==> src/rtl/serv_sleep_ctrl_pkg.sv <==
// Shared state encodings and small helpers for the SERV sleep sequencer.
// The state values are visible on o_state, so debug and trace tooling depends on them.
package serv_sleep_ctrl_pkg;

    typedef logic [1:0] state_t;

    localparam state_t ST_RUN   = 2'd0;
    localparam state_t ST_DRAIN = 2'd1;
    localparam state_t ST_SLEEP = 2'd2;
    localparam state_t ST_WAKE  = 2'd3;

    function automatic logic bus_idle(input logic ibus_busy, input logic dbus_busy);
        return !ibus_busy && !dbus_busy;
    endfunction

endpackage

==> src/rtl/serv_sat_counter.sv <==
// Saturating up-counter with synchronous clear; it holds at all-ones and does not wrap.
module serv_sat_counter #(
    parameter int W = 16
) (
    input  logic         clk,
    input  logic         clr,
    input  logic         en,
    output logic [W-1:0] count
);

    always_ff @(posedge clk) begin
        if (clr)
            count <= '0;
        else if (en && (count != '1))
            count <= count + 1'b1;
    end

endmodule

==> src/rtl/serv_sleep_ctrl.sv <==
// Sequences the core into and out of sleep: drains bus cycles, gates the core enable,
// and holds the core off for a programmable settle delay after a wakeup.
module serv_sleep_ctrl
    import serv_sleep_ctrl_pkg::*;
#(
    parameter string RESET_STRATEGY = "MINI",
    parameter int    WAKE_DELAY     = 2,
    parameter int    DLY_W          = 4,
    parameter int    CNT_W          = 16
) (
    input  logic             i_clk,
    input  logic             i_rst,
    input  logic             i_sleep_req,
    input  logic             i_wakeup_req,
    input  logic             i_ibus_busy,
    input  logic             i_dbus_busy,
    output logic             o_core_en,
    output logic             o_sleeping,
    output logic             o_wake,
    output logic [1:0]       o_state,
    output logic [CNT_W-1:0] o_sleep_cycles
);

    localparam logic [DLY_W-1:0] WAKE_LOAD  = DLY_W'(WAKE_DELAY);
    localparam bit               FULL_RESET = (RESET_STRATEGY != "MINI");

    state_t           state;
    state_t           next_state;
    logic [DLY_W-1:0] wake_cnt;
    logic             cnt_clr;
    logic             cnt_en;

    // A WFI that retires with a wakeup already pending behaves as a NOP.
    always_comb begin
        next_state = state;
        case (state)
            ST_RUN:   if (i_sleep_req && !i_wakeup_req) next_state = ST_DRAIN;
            ST_DRAIN: if (bus_idle(i_ibus_busy, i_dbus_busy))
                          next_state = i_wakeup_req ? ST_WAKE : ST_SLEEP;
            ST_SLEEP: if (i_wakeup_req) next_state = ST_WAKE;
            ST_WAKE:  if (wake_cnt == '0) next_state = ST_RUN;
            default:  next_state = ST_RUN;
        endcase
    end

    // Outputs are registered from next_state so they line up with the state register.
    always_ff @(posedge i_clk) begin
        if (i_rst) begin
            state      <= ST_RUN;
            wake_cnt   <= '0;
            o_core_en  <= 1'b1;
            o_sleeping <= 1'b0;
            o_wake     <= 1'b0;
        end else begin
            state      <= next_state;
            o_core_en  <= (next_state == ST_RUN);
            o_sleeping <= (next_state == ST_SLEEP);
            o_wake     <= (state == ST_WAKE) && (next_state == ST_RUN);
            if ((state != ST_WAKE) && (next_state == ST_WAKE))
                wake_cnt <= WAKE_LOAD;
            else if ((state == ST_WAKE) && (wake_cnt != '0))
                wake_cnt <= wake_cnt - 1'b1;
        end
    end

    assign o_state = state;

    // The sleep-cycle count survives a MINI reset so software can still read the last value.
    assign cnt_clr = (FULL_RESET && i_rst)
                   || (!i_rst && (state == ST_RUN) && (next_state == ST_DRAIN));
    assign cnt_en  = !i_rst && (state == ST_SLEEP);

    serv_sat_counter #(
        .W (CNT_W)
    ) u_sleep_cnt (
        .clk   (i_clk),
        .clr   (cnt_clr),
        .en    (cnt_en),
        .count (o_sleep_cycles)
    );

endmodule

==> config.mk <==
export PLATFORM = sky130hd
export DESIGN_NAME = serv_sleep_ctrl
export DESIGN_NICKNAME = d
export VERILOG_FILES = /design/src/rtl/serv_sleep_ctrl_pkg.sv /design/src/rtl/serv_sat_counter.sv /design/src/rtl/serv_sleep_ctrl.sv
export SDC_FILE = /design/constraint.sdc
export NUM_CORES = 1
export LEC_CHECK = 0
export BUFFER_PORTS_ARGS = -buffer_cell sky130_fd_sc_hd__clkbuf_2
export CAP_MARGIN = 20
export CORE_MARGIN = 3
export CORE_UTILIZATION = 48
export DETAILED_ROUTE_END_ITERATION = 12
export PLACE_DENSITY = 0.74
export RECOVER_POWER = 100
export REMOVE_ABC_BUFFERS = 1
export SETUP_SLACK_MARGIN = 0.2
export SKIP_LAST_GASP = 1
export SLEW_MARGIN = 20
export SYNTH_ARGS = -nofsm -noshare
export SYNTH_HDL_FRONTEND = slang
export SYNTH_SLANG_ARGS = --single-unit
==> constraint.sdc <==
create_clock -name i_clk -period 1.4 [get_ports i_clk]
set_input_delay 0.28 -clock i_clk [delete_from_list [all_inputs] [get_ports i_clk]]
set_output_delay 0.28 -clock i_clk [all_outputs]
set_load 0.01 [all_outputs]
==> results of run 1 <==
[synth_stat cells, drive strengths merged, types with 3 or more instances]
| cell type | count | area (sq um) |
|---|---|---|
| o31ai | 5 | 37.54 |
| and4 | 4 | 36.29 |
| nand4 | 6 | 43.79 |
| or3 | 6 | 37.54 |
| inv | 5 | 18.77 |
| o211ai | 3 | 22.52 |
| dfxtp | 25 | 500.5 |
| nand3 | 5 | 25.02 |
| nor2 | 8 | 30.03 |
| a21oi | 11 | 55.05 |
| or4 | 3 | 22.52 |
| nor3 | 6 | 35.03 |
| o21ai | 5 | 25.02 |
| mux2i | 3 | 30.03 |
| nor4 | 3 | 40.04 |
| nand2 | 12 | 45.04 |
[through the flow]
stage / std cells / utilization (%) / power (mW)
detailed placement: 225 / 70.54 / 0.9314
global placement: 225 / 70.54 / 0.9239
global route: 254 / 96.66 / 1.490
CTS: 247 / 87.28 / 1.344
finish: 254 / 96.66 / 1.461
floorplan: 136 / - / 0.8445
[layer usage]
metal	share of wire, %	GRT usage [%]
met1	32	34.52
met2	46	55.81
met3	12	4.299
met4	9.4	13.58
met5	0	0
[report_power, final]
part / switching [mW] / total [mW] / internal [mW]
registers: 0.0254 / 0.756 / 0.730
logic: 0.163 / 0.340 / 0.177
clock network: 0.257 / 0.365 / 0.107
[critical path: stages (launching register included)]
cell and delay [ps]:
dfxtp_2 430, nand4_1 140, buf_4 220, nor4_1 580, o21ai_0 240, a21oi_1 190
[registers in the layout (all words and copies together) (netlist names)]
| register | flops |
|---|---|
| o_core_en | 1 |
| o_sleeping | 1 |
| o_state | 2 |
| o_wake | 1 |
| u_sleep_cnt.count | 16 |
| wake_cnt | 4 |
[final timing paths]
check / start / end / slack [ps] / cells past startpoint
max reg2reg: u_sleep_cnt.count[10] / u_sleep_cnt.count[4] / -470 / 5
min: i_rst / wake_cnt[1] / 340 / 3
min reg2reg: u_sleep_cnt.count[3] / u_sleep_cnt.count[3] / 600 / 2
max: u_sleep_cnt.count[10] / u_sleep_cnt.count[4] / -470 / 5
[cell families (layout without fill, tap and decap cells)]
group                    count (synthesis)  count (layout)
AO/OA/AOI/OAI                           33              33
AND/OR/NAND/NOR                         63              64
adder cells (fa/ha/maj)                  2               2
buffers and inverters                    8              94
XOR/XNOR                                 4               4
flip-flops                              25              25
multiplexers                             4               4
[repair_timing]
item | 4_1_cts | 5_1_grt
buffers inserted | 17 | 7
cloned | 1 | 0
resized for setup | 62 | 47
hold endpoints to repair | 0 | 0
setup endpoints to repair | 40 | 43
pin swaps | 28 | 23
[layout make-up]
cell class                      count  area (sq um)  area share, %
Multi-Input combinational cell    107         939.7          41.17
Timing Repair Buffer               85         724.4          31.74
Sequential cell                    25         536.8          23.52
Tap cell                           28         35.03          1.535
Clock buffer                        3         22.52         0.9868
Inverter                            5         18.77         0.8224
Clock inverter                      1         5.005         0.2193
==> impl_metrics.csv, run 1 <==
group,metric,value,unit
run_status,run_status,"complete, but fails checks",
run_status,failing_checks,"negative setup slack",
clocking,clk_path_buf_depth,2,
floorplanning,die_w,57.36,um
clocking,htree_levels,1,
synthesis,synth_top_family_by_area,"simple AND/OR/NAND/NOR gates",
place,gp_congestion,0.8211,
timing,timing_hold_violations_final,0,
synthesis,synth_area_per_cell,9.109,sq um
final_layout,postLayoutCellArea,2282,sq um
floorplanning,floorplan.die.height,57.36,um
clocking,cts.sink_count,25,
synthesis,most_instantiated_flip_flop_cell_in_the_synthesis_netlist,"dfxtp_1",
synthesis,synth.yosys.seq_area_share,39.53,%
synthesis,synth_xor_area_share,2.767,%
synthesis,netlist_area,1266,sq um
timing,worstMarginPinSlew,669.9,ps
global_route,vias_in_the_first_global_route,1630,
final_layout,antenna_cells,0,
synthesis,synth_area_in_adders,1.976,%
setup_path,setup.worst_path.class,"register to register",
global_route,groute.usage.overall,30.51,%
final_layout,mostFrequentLayoutCell,"buf_6",
synthesis,yosys.area_share.simple,32.21,%
setup_path,timing.critical_path.to_type,"register",
detailed_routing,drc_errors,0,
global_route,globalRoute.totalOverflow,0,
global_route,wire_length_of_the_first_global_routing_pass,7.928,mm
final_layout,fraction_of_final_layout_cells_with_drive_strength_greater_than_1,64.60,%
timing,finalCriticalPeriod,1867,ps
timing,hold_slack,337.2,ps
floorplanning,core.rowCount,17,
synthesis,warnings_synthesis,0,
place,place_worst_setup_slack,-272.3,ps
global_route,antenna_found_initial,0,
timing,rsz_0062_raised_after_global_routing,"true",
final_layout,design.final.nets,235,
floorplanning,initial_cell_density_of_the_core,53.63,%
clocking,clock_insertion_delay_worst_skew,340,ps
synthesis,synth_compound_gate_area_share,16.50,%
timing,fmax,535.6,MHz
clocking,path_clk_slew,170,ps
synthesis,async_flop_share,0,%
detailed_routing,drt-total-wl,7.019,mm
synthesis,synth.area.mux_share,3.261,%
global_route,grt_max_degree,15,
timing,fin_tns_setup,-5398,ps
detailed_routing,drt_iter0_markers,252,
timing,period_share,133.4,%
final_layout,fillers,46,
timing,setup_slack,-467.2,ps
power,power_density,640.0,nW/um^2
place,port_buffers,26,
floorplanning,ioPinCount,27,
synthesis,synth-seq-cells,25,
detailed_routing,route.detailed.vias_per_inst,7.197,
setup_path,path_max_fanout,6,
job,max_cap_violations,0,
setup_path,data_required_critical_path,1680,ps
timing,slew_violations,0,
final_layout,area.growth.synth_to_final,80.24,%
setup_path,cp-start-kind,"register",
clocking,clock_tree.root_cell,"clkbuf_4",
place,placedInstanceArea,1665,sq um
timing,setup_violations,24,
floorplanning,core,2361,sq um
detailed_routing,wl_per_instance,27.63,um
detailed_routing,ant_nets,0,
clocking,tritoncts,"done",
clocking,cts_buffers,3,
synthesis,number_of_flops_mapped_to_enable_cells_by_yosys,0,
place,place.detailed.hpwl,2.473,mm
timing,timing.max_slew.rel_slack,54.93,%
clocking,post_cts_hold_buffer_count,0,
detailed_routing,routed-via-count,1828,
hold_path,min-delay-path-class,"input port to register",
detailed_routing,drtPass1Iterations,5,
final_layout,layout.cells.most_common_list,"buf_6 (32), buf_4 (31), clkbuf_2 (17), dfxtp_2 (14), nand2_1 (10)",
synthesis,netlist_instances,139,
synthesis,netlist-cell-type-count,43,
floorplanning,die-area,3290,sq um
setup_path,crit_arrival,2140,ps
power,irDropWorstVdd,0.9155,mV
timing,clock_skew,14.01,ps
power,power.leakage,0.9945,nW
(Power assumes the default switching activity.)
==> run 2: changes to the inputs <==
--- a/config.mk
+++ b/config.mk
@@ -5,12 +5,13 @@
 export SDC_FILE = /design/constraint.sdc
 export NUM_CORES = 1
 export LEC_CHECK = 0
+export ABC_AREA = 1
 export BUFFER_PORTS_ARGS = -buffer_cell sky130_fd_sc_hd__clkbuf_2
 export CAP_MARGIN = 20
 export CORE_MARGIN = 3
 export CORE_UTILIZATION = 48
 export DETAILED_ROUTE_END_ITERATION = 12
-export PLACE_DENSITY = 0.74
+export PLACE_DENSITY = 0.73
 export RECOVER_POWER = 100
 export REMOVE_ABC_BUFFERS = 1
 export SETUP_SLACK_MARGIN = 0.2
==> impl_metrics.csv, run 2 <==
group,metric,value,unit
clocking,post_cts_hold_buffer_count,0,
floorplanning,initial_cell_density_of_the_core,51.65,%
final_layout,fillers,191,
final_layout,final-instance-count-excl-fill,319,
synthesis,synth.area.top_cells,"dfxtp_1 (35%), nand2_1 (20%), inv_1 (7.5%)",
synthesis,ys_top_cells_by_count,"nand2_1 (76), inv_1 (29), nor2_1 (29)",
setup_path,timing.reg2reg.worst_path_depth,10,
timing,clock_skew,8.463,ps
floorplanning,ioPinCount,27,
setup_path,path_max_fanout,8,
power,power_density,544.8,nW/um^2
power,power.leakage,1.182,nW
synthesis,netlist_area,1449,sq um
hold_path,hold-path-endpoint,"wake_cnt[1]",
setup_path,crit_arrival,1700,ps
synthesis,netlist.area_leader.share,34.54,%
run_status,failing_checks,"negative setup slack",
setup_path,cp-start-kind,"register",
detailed_routing,routed-via-count,1585,
synthesis,synth.yosys.seq_area_share,34.54,%
synthesis,netlist_instances,219,
timing,setup_slack,-47.76,ps
job,max_cap_violations,0,
global_route,groute.usage.overall,22.00,%
clocking,cts_buffers,3,
setup_path,crit_chain,"nand2_1 > nor2_2 > nand2_2 > nor2_4 > nor2_4 > clkbuf_16 > nand2_2 > nand2_1 > nand2_1 > inv_1",
detailed_routing,ant_nets,0,
detailed_routing,route.detailed.vias_per_inst,4.969,
final_layout,largest_register_ff_count,16,
timing,fmax,690.7,MHz
floorplanning,core,2805,sq um
place,post-place-cells,302,
final_layout,register_area,529.3,sq um
timing,setup_violations,3,
power,power_frac_comb,12.9,%
power,fraction_of_power_consumed_by_sequential_logic,59.2,%
place,gp_congestion,0.8355,
setup_path,crit_buf_inv,2,
setup_path,r2r_slack,-50,ps
synthesis,netlist-cell-type-count,24,
power,total_switching_power,0.3332,mW
synthesis,async_flop_share,0,%
place,place.detailed.hpwl,2.525,mm
place,port_buffers,26,
global_route,wire_length_of_the_first_global_routing_pass,6.106,mm
detailed_routing,drt_iter0_markers,83,
synthesis,synth.largest_area_cell,"dfxtp_1",
synthesis,synth_area_per_cell,6.616,sq um
timing,finalCriticalPeriod,1448,ps
clocking,tritoncts,"done",
clocking,clk_path_buf_depth,2,
floorplanning,floorplan.die.height,60.94,um
setup_path,timing.critical_path.to_type,"register",
timing,slew_violations,0,
setup_path,data_required_critical_path,1650,ps
timing,period_share,103.4,%
synthesis,warnings_synthesis,0,
final_layout,top_register_by_number_of_flip_flops,"u_sleep_cnt.count",
global_route,antenna_found_initial,0,
final_layout,postLayoutCellArea,2282,sq um
detailed_routing,wl_per_instance,12.77,um
floorplanning,die_w,60.94,um
final_layout,mostFrequentLayoutCell,"nand2_1",
detailed_routing,drtPass1Iterations,6,
final_layout,area.growth.synth_to_final,57.51,%
synthesis,synth-seq-cells,25,
power,p_int,0.9102,mW
final_layout,multiInputGateArea,950.9,sq um
setup_path,critical-path-max-stage-delay,390,ps
synthesis,yosysMostFrequentCell,"nand2_1",
setup_path,setup.worst_path.class,"register to register",
power,fraction_of_power_spent_switching_nets,26.80,%
clocking,clock_insertion_delay_worst_skew,340,ps
global_route,grt_max_degree,18,
global_route,vias_in_the_first_global_route,1463,
timing,timing_hold_violations_final,0,
setup_path,crit-reg2reg-capture,"u_sleep_cnt.count[1]",
synthesis,most_instantiated_flip_flop_cell_in_the_synthesis_netlist,"dfxtp_1",
timing,worstMarginPinSlew,270.8,ps
synthesis,number_of_flops_mapped_to_enable_cells_by_yosys,0,
hold_path,holdCritStartpoint,"i_rst",
power,clock_power_share,27.9,%
final_layout,antenna_cells,0,
clocking,path_clk_slew,140,ps
setup_path,crit_path_top_delay_cell,"dfxtp_2",
place,placedInstanceArea,1839,sq um
timing,timing.max_slew.rel_slack,81.89,%
hold_path,min-delay-path-class,"input port to register",
floorplanning,core.rowCount,19,
setup_path,timing.critical_path.max_delay_family,"simple AND/OR/NAND/NOR gates",
timing,rsz_0062_raised_after_global_routing,"true",
floorplanning,die-area,3714,sq um
clocking,htree_levels,1,
setup_path,critical_path.most_common_cell,"nand2_1",
clocking,clock_tree.root_cell,"clkbuf_4",
power,irDropWorstVdd,0.6144,mV
hold_path,min_delay_path_depth,2,
detailed_routing,drt-total-wl,4.075,mm
final_layout,layout.cells.most_common_list,"nand2_1 (62), inv_1 (26), buf_4 (26), nor2_1 (20), dfxtp_2 (20)",
run_status,run_status,"complete, but fails checks",
setup_path,regToRegStartpoint,"u_sleep_cnt.count[8]",
global_route,globalRoute.totalOverflow,0,
clocking,cts.sink_count,25,
detailed_routing,drc_errors,0,
final_layout,fraction_of_final_layout_cells_with_drive_strength_greater_than_1,50.00,%
final_layout,design.final.nets,297,
[run 2: worst max-delay path by stage]
stage                     slack (ps)                     to                 start  cells after the start
final                            -50   u_sleep_cnt.count[1]  u_sleep_cnt.count[8]                     10
after global routing            -140   u_sleep_cnt.count[1]  u_sleep_cnt.count[0]                     11
after CTS                         40  u_sleep_cnt.count[11]  u_sleep_cnt.count[0]                     11
after detailed placement         -70              o_core_en           wake_cnt[0]                     11
after global placement            -3              o_core_en           wake_cnt[0]                     11
after floorplan                 -190   u_sleep_cnt.count[0]  u_sleep_cnt.count[0]                      8
[run 2: what timing repair did]
item,in CTS,in global routing
setup endpoints to repair,39,40
setup buffers,11,0
pin swaps,6,9
cloned,0,2
resized for setup,48,49
[run 2: worst reg2reg max path: stages (launching register included)]
cell and delay, ps:
dfxtp_2 390, nand2_1 90, nor2_2 150, nand2_2 130, nor2_4 150, nor2_4 70, clkbuf_16 170, nand2_2 60
nand2_1 60, nand2_1 60, inv_1 30
[run 2: per-layer routing]
metal | wire length (um) | up-vias | part of all wire [%] | global-route usage [%]
met2 | 2241 | 38 | 55 | 39.39
met5 | 0 | - | 0 | 0
met4 | 82 | 0 | 2.0 | 9.907
met1 | 1586 | 733 | 39 | 25.58
met3 | 164 | 9 | 4.0 | 3.404
li1 | - | 805 | - | -
[run 2: cells by family after synthesis]
logic type / Yosys count / synth area share, %
and+or+nand+nor: 138 / 44.21
xor gates and xnor gates: 8 / 4.836
DFF: 25 / 34.54
adders and majority gates: 2 / 1.727
buffers and inverters: 35 / 10.62
AOI/OAI and AO/OA: 11 / 4.058
[run 2: through the flow]
step	setup slack, ps	power, mW	utilization, %	hold WS (ps)	TNS, ps
after floorplan	-189.1	0.8160	-	349.1	-2233
after global placement	-3.296	0.8861	65.57	451.2	-3.296
after detailed placement	-67.80	0.8892	65.57	459.5	-168.0
after CTS	40.92	1.247	74.22	193.3	0
after global routing	-135.3	1.296	81.36	200.6	-1351
final	-47.76	1.243	81.36	194.8	-68.08
[run 2: cell type report]
| type | instances | area share, % |
|---|---|---|
| multi-input combinational | 159 | 41.67 |
| inverter | 32 | 5.373 |
| timing repair buffer | 68 | 26.92 |
| clock buffer | 4 | 1.151 |
| tap | 31 | 1.700 |
| sequential | 25 | 23.19 |
[run 2: power groups by stage]
stage	Clock, mW	Combinational (mW)	Sequential, mW
global placement	0	0.138	0.748
global route	0.379	0.178	0.738
CTS	0.357	0.152	0.737
detailed placement	0	0.140	0.749
finish	0.347	0.161	0.736
floorplan	0	0.0581	0.758
==> run 3: changes to the inputs <==
--- a/config.mk
+++ b/config.mk
@@ -12,7 +12,6 @@
 export CORE_UTILIZATION = 48
 export DETAILED_ROUTE_END_ITERATION = 12
 export PLACE_DENSITY = 0.73
-export RECOVER_POWER = 100
 export REMOVE_ABC_BUFFERS = 1
 export SETUP_SLACK_MARGIN = 0.2
 export SKIP_LAST_GASP = 1
==> impl_metrics.csv, run 3 (synthesis gave the netlist of run 2 again) <==
group,metric,value,unit
run_status,run_status,"complete, but fails checks",
run_status,failing_checks,"negative setup slack",
power,power_density,544.3,nW/um^2
floorplanning,initial_cell_density_of_the_core,51.65,%
clocking,cts_buffers,3,
setup_path,critical-path-max-stage-delay,390,ps
final_layout,multiInputGateArea,950.9,sq um
detailed_routing,drtPass1Iterations,6,
global_route,globalRoute.totalOverflow,0,
timing,rsz_0062_raised_after_global_routing,"true",
clocking,tritoncts,"done",
final_layout,design.final.nets,297,
final_layout,mostFrequentLayoutCell,"nand2_1",
detailed_routing,routed-via-count,1585,
final_layout,layout.cells.most_common_list,"nand2_1 (62), inv_1 (26), buf_4 (26), nor2_1 (20), dfxtp_2 (20)",
global_route,vias_in_the_first_global_route,1463,
power,power_frac_comb,13.0,%
detailed_routing,drc_errors,0,
detailed_routing,wl_per_instance,12.76,um
setup_path,timing.critical_path.to_type,"register",
power,p_int,0.9111,mW
setup_path,critical_path.most_common_cell,"nand2_1",
final_layout,area.growth.synth_to_final,57.77,%
global_route,grt_max_degree,18,
setup_path,crit_buf_inv,2,
final_layout,antenna_cells,0,
timing,fmax,690.7,MHz
clocking,post_cts_hold_buffer_count,0,
timing,timing.max_slew.rel_slack,81.89,%
final_layout,fraction_of_final_layout_cells_with_drive_strength_greater_than_1,51.04,%
detailed_routing,route.detailed.vias_per_inst,4.969,
clocking,cts.sink_count,25,
floorplanning,floorplan.die.height,60.94,um
clocking,clk_path_buf_depth,2,
power,total_switching_power,0.3331,mW
timing,timing_hold_violations_final,0,
floorplanning,die_w,60.94,um
setup_path,setup.worst_path.class,"register to register",
clocking,clock_insertion_delay_worst_skew,340,ps
timing,period_share,103.4,%
global_route,wire_length_of_the_first_global_routing_pass,6.106,mm
place,gp_congestion,0.8355,
setup_path,cp-start-kind,"register",
job,max_cap_violations,0,
floorplanning,core,2805,sq um
floorplanning,core.rowCount,19,
power,fraction_of_power_spent_switching_nets,26.77,%
final_layout,final_util,81.49,%
setup_path,crit_chain,"nand2_1 > nor2_2 > nand2_2 > nor2_4 > nor2_4 > clkbuf_16 > nand2_2 > nand2_1 > nand2_1 > inv_1",
final_layout,top_register_by_number_of_flip_flops,"u_sleep_cnt.count",
power,report.power.total,1.244,mW
detailed_routing,drt_iter0_markers,83,
global_route,antenna_found_initial,0,
clocking,htree_levels,1,
timing,finalCriticalPeriod,1448,ps
final_layout,fillers,188,
final_layout,register_area,529.3,sq um
setup_path,timing.critical_path.max_delay_family,"simple AND/OR/NAND/NOR gates",
timing,clock_skew,8.463,ps
clocking,path_clk_slew,140,ps
detailed_routing,ant_nets,0,
timing,slew_violations,0,
power,clock_power_share,27.9,%
setup_path,crit_path_top_delay_cell,"dfxtp_2",
power,fraction_of_power_consumed_by_sequential_logic,59.1,%
timing,setup_slack,-47.76,ps
setup_path,crit_arrival,1700,ps
floorplanning,die-area,3714,sq um
timing,worstMarginPinSlew,270.8,ps
floorplanning,ioPinCount,27,
final_layout,largest_register_ff_count,16,
place,port_buffers,26,
place,place.detailed.hpwl,2.525,mm
power,irDropWorstVdd,0.6165,mV
setup_path,path_max_fanout,8,
hold_path,min-delay-path-class,"input port to register",
detailed_routing,drt-total-wl,4.072,mm
timing,setup_violations,3,
global_route,groute.usage.overall,22.00,%
setup_path,data_required_critical_path,1650,ps
power,power.leakage,1.192,nW
clocking,clock_tree.root_cell,"clkbuf_4",
run 3: cell counts in the layout (fill, tap and decap cells not counted):
Identical to the previous run, type by type.
run 3: power by group through the flow:
stage          Clock [mW]  Sequential (mW)  Combinational (mW)
2_1_floorplan           0            0.758              0.0581
3_3_place_gp            0            0.748               0.138
3_5_place_dp            0            0.749               0.140
4_1_cts             0.357            0.737               0.152
5_1_grt             0.379            0.738               0.179
6_report            0.347            0.736               0.161
run 3: path summary, 6_finish.rpt:
kind                            slack [ps]  depth (start not counted)              endpoint            startpoint
worst max-delay path                   -50                         10  u_sleep_cnt.count[1]  u_sleep_cnt.count[8]
worst min-delay path                   190                          2           wake_cnt[1]                 i_rst
worst max register to register         -50                         10  u_sleep_cnt.count[1]  u_sleep_cnt.count[8]
worst min register to register         490                          2           wake_cnt[0]           wake_cnt[0]
run 3: cell type report:
| cell class | count | area share (%) |
|---|---|---|
| Tap cell | 31 | 1.697 |
| Timing Repair Buffer | 68 | 27.04 |
| Sequential cell | 25 | 23.15 |
| Multi-Input combinational cell | 159 | 41.60 |
| Inverter | 32 | 5.364 |
| Clock buffer | 4 | 1.149 |
run 3: routing by layer:
| layer | GRT usage, % | up-vias | part of all wire [%] |
|---|---|---|---|
| met5 | 0 | - | 0 |
| met3 | 3.404 | 9 | 4.1 |
| met1 | 25.58 | 733 | 39 |
| li1 | - | 805 | - |
| met4 | 9.907 | 0 | 2.0 |
| met2 | 39.39 | 38 | 55 |
run 3: what timing repair did:
| item | 4_1_cts | 5_1_grt |
|---|---|---|
| cloned | 0 | 2 |
| resized for setup | 48 | 49 |
| pin swaps | 6 | 9 |
| endpoints found under the hold margin | 0 | 0 |
| endpoints found under the setup margin | 39 | 40 |
| setup buffers | 11 | 0 |
run 3: metrics by stage:
| stage | area [sq um] | worst slack [ps] | TNS [ps] | instances | hold slack [ps] |
|---|---|---|---|---|---|
| 2_1_floorplan | 1415 | -189.1 | -2233 | 216 | 349.1 |
| 3_3_place_gp | 1839 | -3.296 | -3.296 | 302 | 451.2 |
| 3_5_place_dp | 1839 | -67.80 | -168.0 | 302 | 459.5 |
| 4_1_cts | 2082 | 40.92 | 0 | 317 | 193.3 |
| 5_1_grt | 2286 | -135.3 | -1351 | 319 | 200.6 |
| 6_report | 2286 | -47.76 | -68.08 | 319 | 194.8 |
